**config.mk**
```make
export PLATFORM = sky130hd
export DESIGN_NAME = fetch_ctrl
export DESIGN_NICKNAME = d
export VERILOG_FILES = /design/src/rtl/cpu_pkg.sv /design/src/rtl/fetch_hold_cnt.sv /design/src/rtl/fetch_ctrl.sv
export SDC_FILE = /design/constraint.sdc
export NUM_CORES = 1
export LEC_CHECK = 0
export CAP_MARGIN = 20
export CORE_MARGIN = 5
export CORE_UTILIZATION = 35
export DETAILED_ROUTE_END_ITERATION = 10
export GPL_ROUTABILITY_DRIVEN = 0
export PLACE_DENSITY_LB_ADDON = 0.25
export SLEW_MARGIN = 20
export SYNTH_ARGS = -nofsm -noshare
export SYNTH_HDL_FRONTEND = slang
export SYNTH_SLANG_ARGS = --single-unit
```
**constraint.sdc**
```tcl
create_clock -name clk -period 3.59 [get_ports clk]
set_clock_uncertainty 0.2 [all_clocks]
set_input_delay 1.077 -clock clk [delete_from_list [all_inputs] [get_ports clk]]
set_output_delay 1.077 -clock clk [all_outputs]
set_load 0.01 [all_outputs]
```
**src/rtl/cpu_pkg.sv**
```systemverilog
// Shared definitions for the fetch sequencing logic.
package cpu_pkg;

  localparam int unsigned CPU_ADDR_W  = 32;
  localparam int unsigned CPU_MDU_LAT = 34;

  typedef enum logic [1:0] {
    S_RUN      = 2'd0,
    S_HOLD_MDU = 2'd1,
    S_HOLD_EXT = 2'd2,
    S_PEND     = 2'd3
  } fetch_state_t;

  // Counter width able to hold values 0..lat
  function automatic int unsigned hold_cnt_width(input int unsigned lat);
    return $clog2(lat + 1);
  endfunction

endpackage

```
**src/rtl/fetch_hold_cnt.sv**
```systemverilog
// Down-counter that times multi-cycle MDU holds.
// A load sets MDU_LAT-1 so that the load cycle plus the countdown
// together give exactly MDU_LAT hold cycles.
module fetch_hold_cnt
  import cpu_pkg::*;
#(
  parameter int unsigned MDU_LAT = CPU_MDU_LAT,
  parameter int unsigned CNT_W   = hold_cnt_width(MDU_LAT)
) (
  input  logic             clk,
  input  logic             rst,
  input  logic             clr,
  input  logic             load,
  output logic [CNT_W-1:0] count,
  output logic             nonzero
);

  // Reset/clear beats load; otherwise count down to zero and stay there
  always_ff @(posedge clk) begin
    if (rst || clr) begin
      count <= '0;
    end else if (load) begin
      count <= CNT_W'(MDU_LAT - 1);
    end else if (count != '0) begin
      count <= count - CNT_W'(1);
    end
  end

  assign nonzero = (count != '0);

endmodule

```
**src/rtl/fetch_ctrl.sv**
```systemverilog
// Fetch-stage sequencing controller: merges hazards, MDU holds, external
// stalls, branches and traps into one hold-or-jump command per cycle.
// Hold and jump are never issued together; a branch arriving during a hold
// is parked and replayed on the first hold-free cycle.
module fetch_ctrl
  import cpu_pkg::*;
#(
  parameter int unsigned ADDR_W  = CPU_ADDR_W,
  parameter int unsigned MDU_LAT = CPU_MDU_LAT
) (
  input  logic              clk,
  input  logic              rst,
  input  logic              load_use,
  input  logic              mdu_start,
  input  logic              ext_stall,
  input  logic              br_req,
  input  logic [ADDR_W-1:0] br_target,
  input  logic              trap_req,
  input  logic [ADDR_W-1:0] trap_target,
  output logic              hold_flag,
  output logic              jump_flag,
  output logic [ADDR_W-1:0] jump_addr,
  output logic              flush_id,
  output logic              flush_ex,
  output logic              busy
);

  localparam int unsigned CNT_W = hold_cnt_width(MDU_LAT);

  fetch_state_t      state;
  logic              pend_vld;
  logic [ADDR_W-1:0] pend_addr;
  logic [CNT_W-1:0]  cnt;
  logic              cnt_nz;

  logic              hold_cond;
  logic              defer_br;
  logic              release_pend;
  logic              pend_next;
  logic              cnt_next_nz;

  fetch_hold_cnt #(
    .MDU_LAT (MDU_LAT),
    .CNT_W   (CNT_W)
  ) u_hold_cnt (
    .clk     (clk),
    .rst     (rst),
    .clr     (trap_req),
    .load    (mdu_start),
    .count   (cnt),
    .nonzero (cnt_nz)
  );

  // Per-cycle command arbitration: trap > branch > pending > holds > load_use
  always_comb begin
    hold_flag    = 1'b0;
    jump_flag    = 1'b0;
    jump_addr    = '0;
    flush_id     = 1'b0;
    flush_ex     = 1'b0;
    hold_cond    = ext_stall || cnt_nz || mdu_start;
    defer_br     = br_req && !pend_vld && hold_cond;
    release_pend = pend_vld && !hold_cond;
    pend_next    = pend_vld ? hold_cond : defer_br;
    if (trap_req) begin
      cnt_next_nz = 1'b0;
    end else if (mdu_start) begin
      cnt_next_nz = (MDU_LAT > 1);
    end else begin
      cnt_next_nz = (cnt > CNT_W'(1));
    end

    if (rst) begin
      hold_flag = 1'b0;
    end else if (trap_req) begin
      jump_flag = 1'b1;
      jump_addr = trap_target;
      flush_id  = 1'b1;
      flush_ex  = 1'b1;
    end else if (br_req && !pend_vld && !hold_cond) begin
      jump_flag = 1'b1;
      jump_addr = br_target;
      flush_id  = 1'b1;
    end else if (defer_br) begin
      hold_flag = 1'b1;
      flush_id  = 1'b1;
    end else if (release_pend) begin
      // ID holds a wrong-path copy refetched during the hold; kill it too
      jump_flag = 1'b1;
      jump_addr = pend_addr;
      flush_id  = 1'b1;
    end else if (hold_cond || load_use) begin
      hold_flag = 1'b1;
    end

    busy = !rst && (state != S_RUN);
  end

  // State and parked-redirect registers
  always_ff @(posedge clk) begin
    if (rst) begin
      state     <= S_RUN;
      pend_vld  <= 1'b0;
      pend_addr <= '0;
    end else if (trap_req) begin
      state     <= S_RUN;
      pend_vld  <= 1'b0;
    end else begin
      pend_vld <= pend_next;
      if (defer_br) begin
        pend_addr <= br_target;
      end
      if (pend_next) begin
        state <= S_PEND;
      end else if (ext_stall) begin
        state <= S_HOLD_EXT;
      end else if (cnt_next_nz) begin
        state <= S_HOLD_MDU;
      end else begin
        state <= S_RUN;
      end
    end
  end

  a_hold_jump_excl : assert property (@(posedge clk) disable iff (rst)
    !(hold_flag && jump_flag));

  a_mdu_reload : assert property (@(posedge clk) disable iff (rst)
    !(mdu_start && !trap_req && cnt_nz));

endmodule

```
==> summary by stage <==
Cells and area
With fillers left out, the area of the finished cells amounts to 4220 um^2. The fraction of final layout cells with drive strength greater than 1 is 29.6%. The filler cells instantiated in the layout total 674.

The final layout net count is 498. The area used by multi-input combinational logic is 1660 um^2. The count of inserted antenna diode cells is 0.

The sequential standard cell area is 821 um^2. From synthesis to final layout, the design area changed by 61.9%.

Setup path
Among all stages on the critical path, the largest delay is contributed by or4_4. The capturing element type of the critical path is a primary output. The number of buffers and inverters on the critical path is 5. The startpoint identified for the worst register-to-register timing path is u_hold_cnt.count[0]. The data required time at the worst endpoint is 2310 ps. STA puts the critical path data arrival time at 2580 ps. The peak fanout along the critical path is 5. By startpoint and endpoint, the worst setup path is classified as input pin to primary output. The cell repeated most along the worst path is buf_6. Traced cell by cell, the critical path runs through buf_6 -> or4_4 -> nor4_4 -> buf_4 -> buf_6 -> buf_6 -> a221o_2 -> buf_6. The category of the worst setup path launch point is an input pin. The most critical setup path has its startpoint at mdu_start. The dominant delay contributor by cell family on the critical path is simple AND/OR/NAND/NOR gates. The maximum cell stage delay along the critical path is 530 ps.

Route
The via count of the routed design is 2567. The total detailed-routing wirelength is 7700 um. Dividing the detail-routed wire length by the instance count gives 14.7 um. The routed via count divided by cell count is 4.90.

After the first detailed-routing iteration, the DRC count stood at 87. After detailed routing, the number of remaining DRC violations is 0. The remaining number of nets flagged by the antenna check after routing is 0. The detailed-router iteration count before antenna repair is 4.

Logic synthesis
Counting every net in the synthesized netlist gives 352. nand2b_1 is the most common cell in the netlist. During synthesis, Yosys emitted a total of 0 warnings. The fraction of synthesis flops using an asynchronous set or reset pin is 0%. Yosys attributes the largest share of cell area to dfxtp_1 (32%), nand2b_1 (16%), mux2i_1 (12%). The post-synth design cell area is 2600 um^2. The commonest cells after synthesis are nand2b_1 (65), dfxtp_1 (41), and2_1 (33). Among all flip-flop cells after synthesis, the most frequent one is dfxtp_1.

The share of synthesized area occupied by flip-flops and latches is 31.5%. The number of distinct library cells after synthesis is 40. In this run the biggest area consumer among cell types represents 31.5% of the synthesized area.

The biggest area consumer among synthesized cells is dfxtp_1. The number of register bits inferred by synthesis is 41. The synthesized netlist cell count is 279.

Each instance of the synthesized netlist takes up on average 9.34 um^2. Counting flops with a built-in enable in the synthesized netlist gives 0.

Clock tree
The number of clock buffers added by TritonCTS is 5. The root buffer cell chosen for the clock tree is clkbuf_8. The total clock sinks is 41.

The H-tree level count is 2. The source-to-sink clock delay at the later pin of the worst-skew pair is 280 ps. The clock input transition at the sequential cells of the worst setup and hold paths is 70 ps.

The number of hold-repair buffers added at the cts stage is 0. In this run the deepest clock path goes through 2 buffers. TritonCTS built the clock tree.

Power and ir drop
Across the VDD grid, the largest voltage drop is 0.169 mV. The switching share of power is 25.5%. The switching power total is 0.000288 W. The internal power of the cells totals 0.000840 W. The part of the total power dissipated in the clock network is 26.6%.

Power spread over the standard cell area amounts to 267 nW/um^2. Combinational logic burns 29.5% of the power. In this run, flip-flops and latches consume 43.9% of the power.

The analysis attributes to cell leakage a power of 1.74 nW.

Run status
The flow ran to the end, but the final reports show violations. The final reports fail on negative setup slack.

Global routing
The number of global-route vias before repair is 2587. The wire length of the first global-routing pass is 12200 um. The total congestion overflow is 0. The aggregate global-route resource usage is 16.9%.

The initial antenna violation count is 0. The maximum number of pins on one net before global-route repair is 43.

Timing
Setup violations remaining at the end of the flow were counted as 32. Final hold analysis gives a worst-case slack of 276 ps. The worst path in the final design needs a cycle of 3860 ps, including I/O delays and setup. The final count of hold timing violations is 0. Setup repair after global routing could not meet its margin everywhere. After layout, the worst path uses 107% of the clock period. The transition time at the pin with the least slew margin is 335 ps. The normalized max-slew margin is 77.5%. The achievable frequency is 259 MHz. The final number of max-transition violations is 0.

The final worst slack is -266 ps.

Min path
The type of the tightest min-delay check is flip-flop to flip-flop. In this run the most critical hold path is launched from pend_addr[6].

Die
The standard-cell row count is 31. The die extent in x is 96.3 um. The die area is 9270 um^2. The floorplan step defined a core boundary enclosing 7250 um^2.

Once the floorplan was initialized, standard cells occupied 35.9% of the core. The count of boundary I/O pins is 108. The y dimension of the die is 96.3 um.

Placement
The quantity of I/O buffers inserted on ports is 107. The HPWL after detailed placement is 5550 um. The placed instance area is 4030 um^2.

Job
The max-capacitance violation count is 0.
kinds of logic after synthesis:
logic type,Yosys count,synth area share (%)
AND/OR/NAND/NOR,130,31.2
AO/OA/AOI/OAI,45,17.7
flip-flops,41,31.5
multiplexers,32,12.3
buffers and inverters,26,5.28
XOR/XNOR,3,1.01
adder cells (fa/ha/maj),2,0.960
flip-flops by register name, indices dropped and copies added (netlist names):
signal and flops:
u_hold_cnt.count 6, state 2, pend_addr 32, pend_vld 1
power groups by stage:
stage               registers (W)  logic [W]  clock network (W)
CTS                      0.000495   0.000335           0.000319
finish                   0.000495   0.000332           0.000300
global route             0.000498   0.000360           0.000339
floorplan                0.000502   0.000150                  0
global placement         0.000505   0.000326                  0
detailed placement       0.000505   0.000331                  0
metal layers:
| metal | vias to the layer above | global-route usage, % | wire length, um |
|---|---|---|---|
| met5 | - | 0 | 0 |
| met4 | 0 | 4.62 | 76 |
| met3 | 6 | 3.83 | 432 |
| met2 | 57 | 29.5 | 3910 |
| met1 | 1221 | 20.7 | 3280 |
| li1 | 1283 | - | - |
through the flow:
stage / power, W / worst slack, ps / TNS, ps / utilization [%] / instances
after global placement: 0.000831 / -978 / -32890 / 55.6 / 509
after CTS: 0.00115 / -367 / -10320 / 58.7 / 527
after global routing: 0.00120 / -343 / -9850 / 58.2 / 524
after detailed placement: 0.000837 / -1030 / -34290 / 55.6 / 509
final: 0.00113 / -266 / -7560 / 58.2 / 524
after floorplan: 0.000652 / -95.2 / -2450 / - / 279
path summary, 6_finish.rpt:
check | endpoint | slack [ps] | cells after the start
setup / recovery | jump_addr[0] | -270 | 8
hold / removal | pend_addr[6] | 280 | 2
setup reg to reg | pend_addr[23] | 1230 | 8
hold reg to reg | pend_addr[6] | 280 | 2
cell usage in the layout, fill, tap and decap left out, drive strengths merged, types with 4 or more instances in the layout:
cell,instances
a221o,32
dfxtp,41
clkbuf,8
mux2i,32
nor2,13
and2,33
dlygate4sd2,4
buf,89
clkdlybuf4s50,66
inv,4
nand2b,65
timing repair:
| item | 4_1_cts | 5_1_grt |
|---|---|---|
| setup buffers | 8 | 0 |
| hold endpoints to repair | 0 | 0 |
| pin swaps | 6 | 8 |
| setup endpoints to repair | 36 | 34 |
| cloned | 4 | 0 |
| gates resized for setup | 177 | 8 |
worst min-delay path, delay by kind of cell (launching register included):
kind	cells	cell delay [ps]
AND/OR/NAND/NOR	1	60
flip-flops	1	320
multiplexers	1	50
layout make-up:
cell class                      count  area share [%]
Multi-Input combinational cell    212            39.3
Timing Repair Buffer              161            35.9
Sequential cell                    41            19.5
Tap cell                           99            2.94
Clock buffer                        7            2.05
Inverter                            4           0.356
Power figures use the tool's default switching activity.
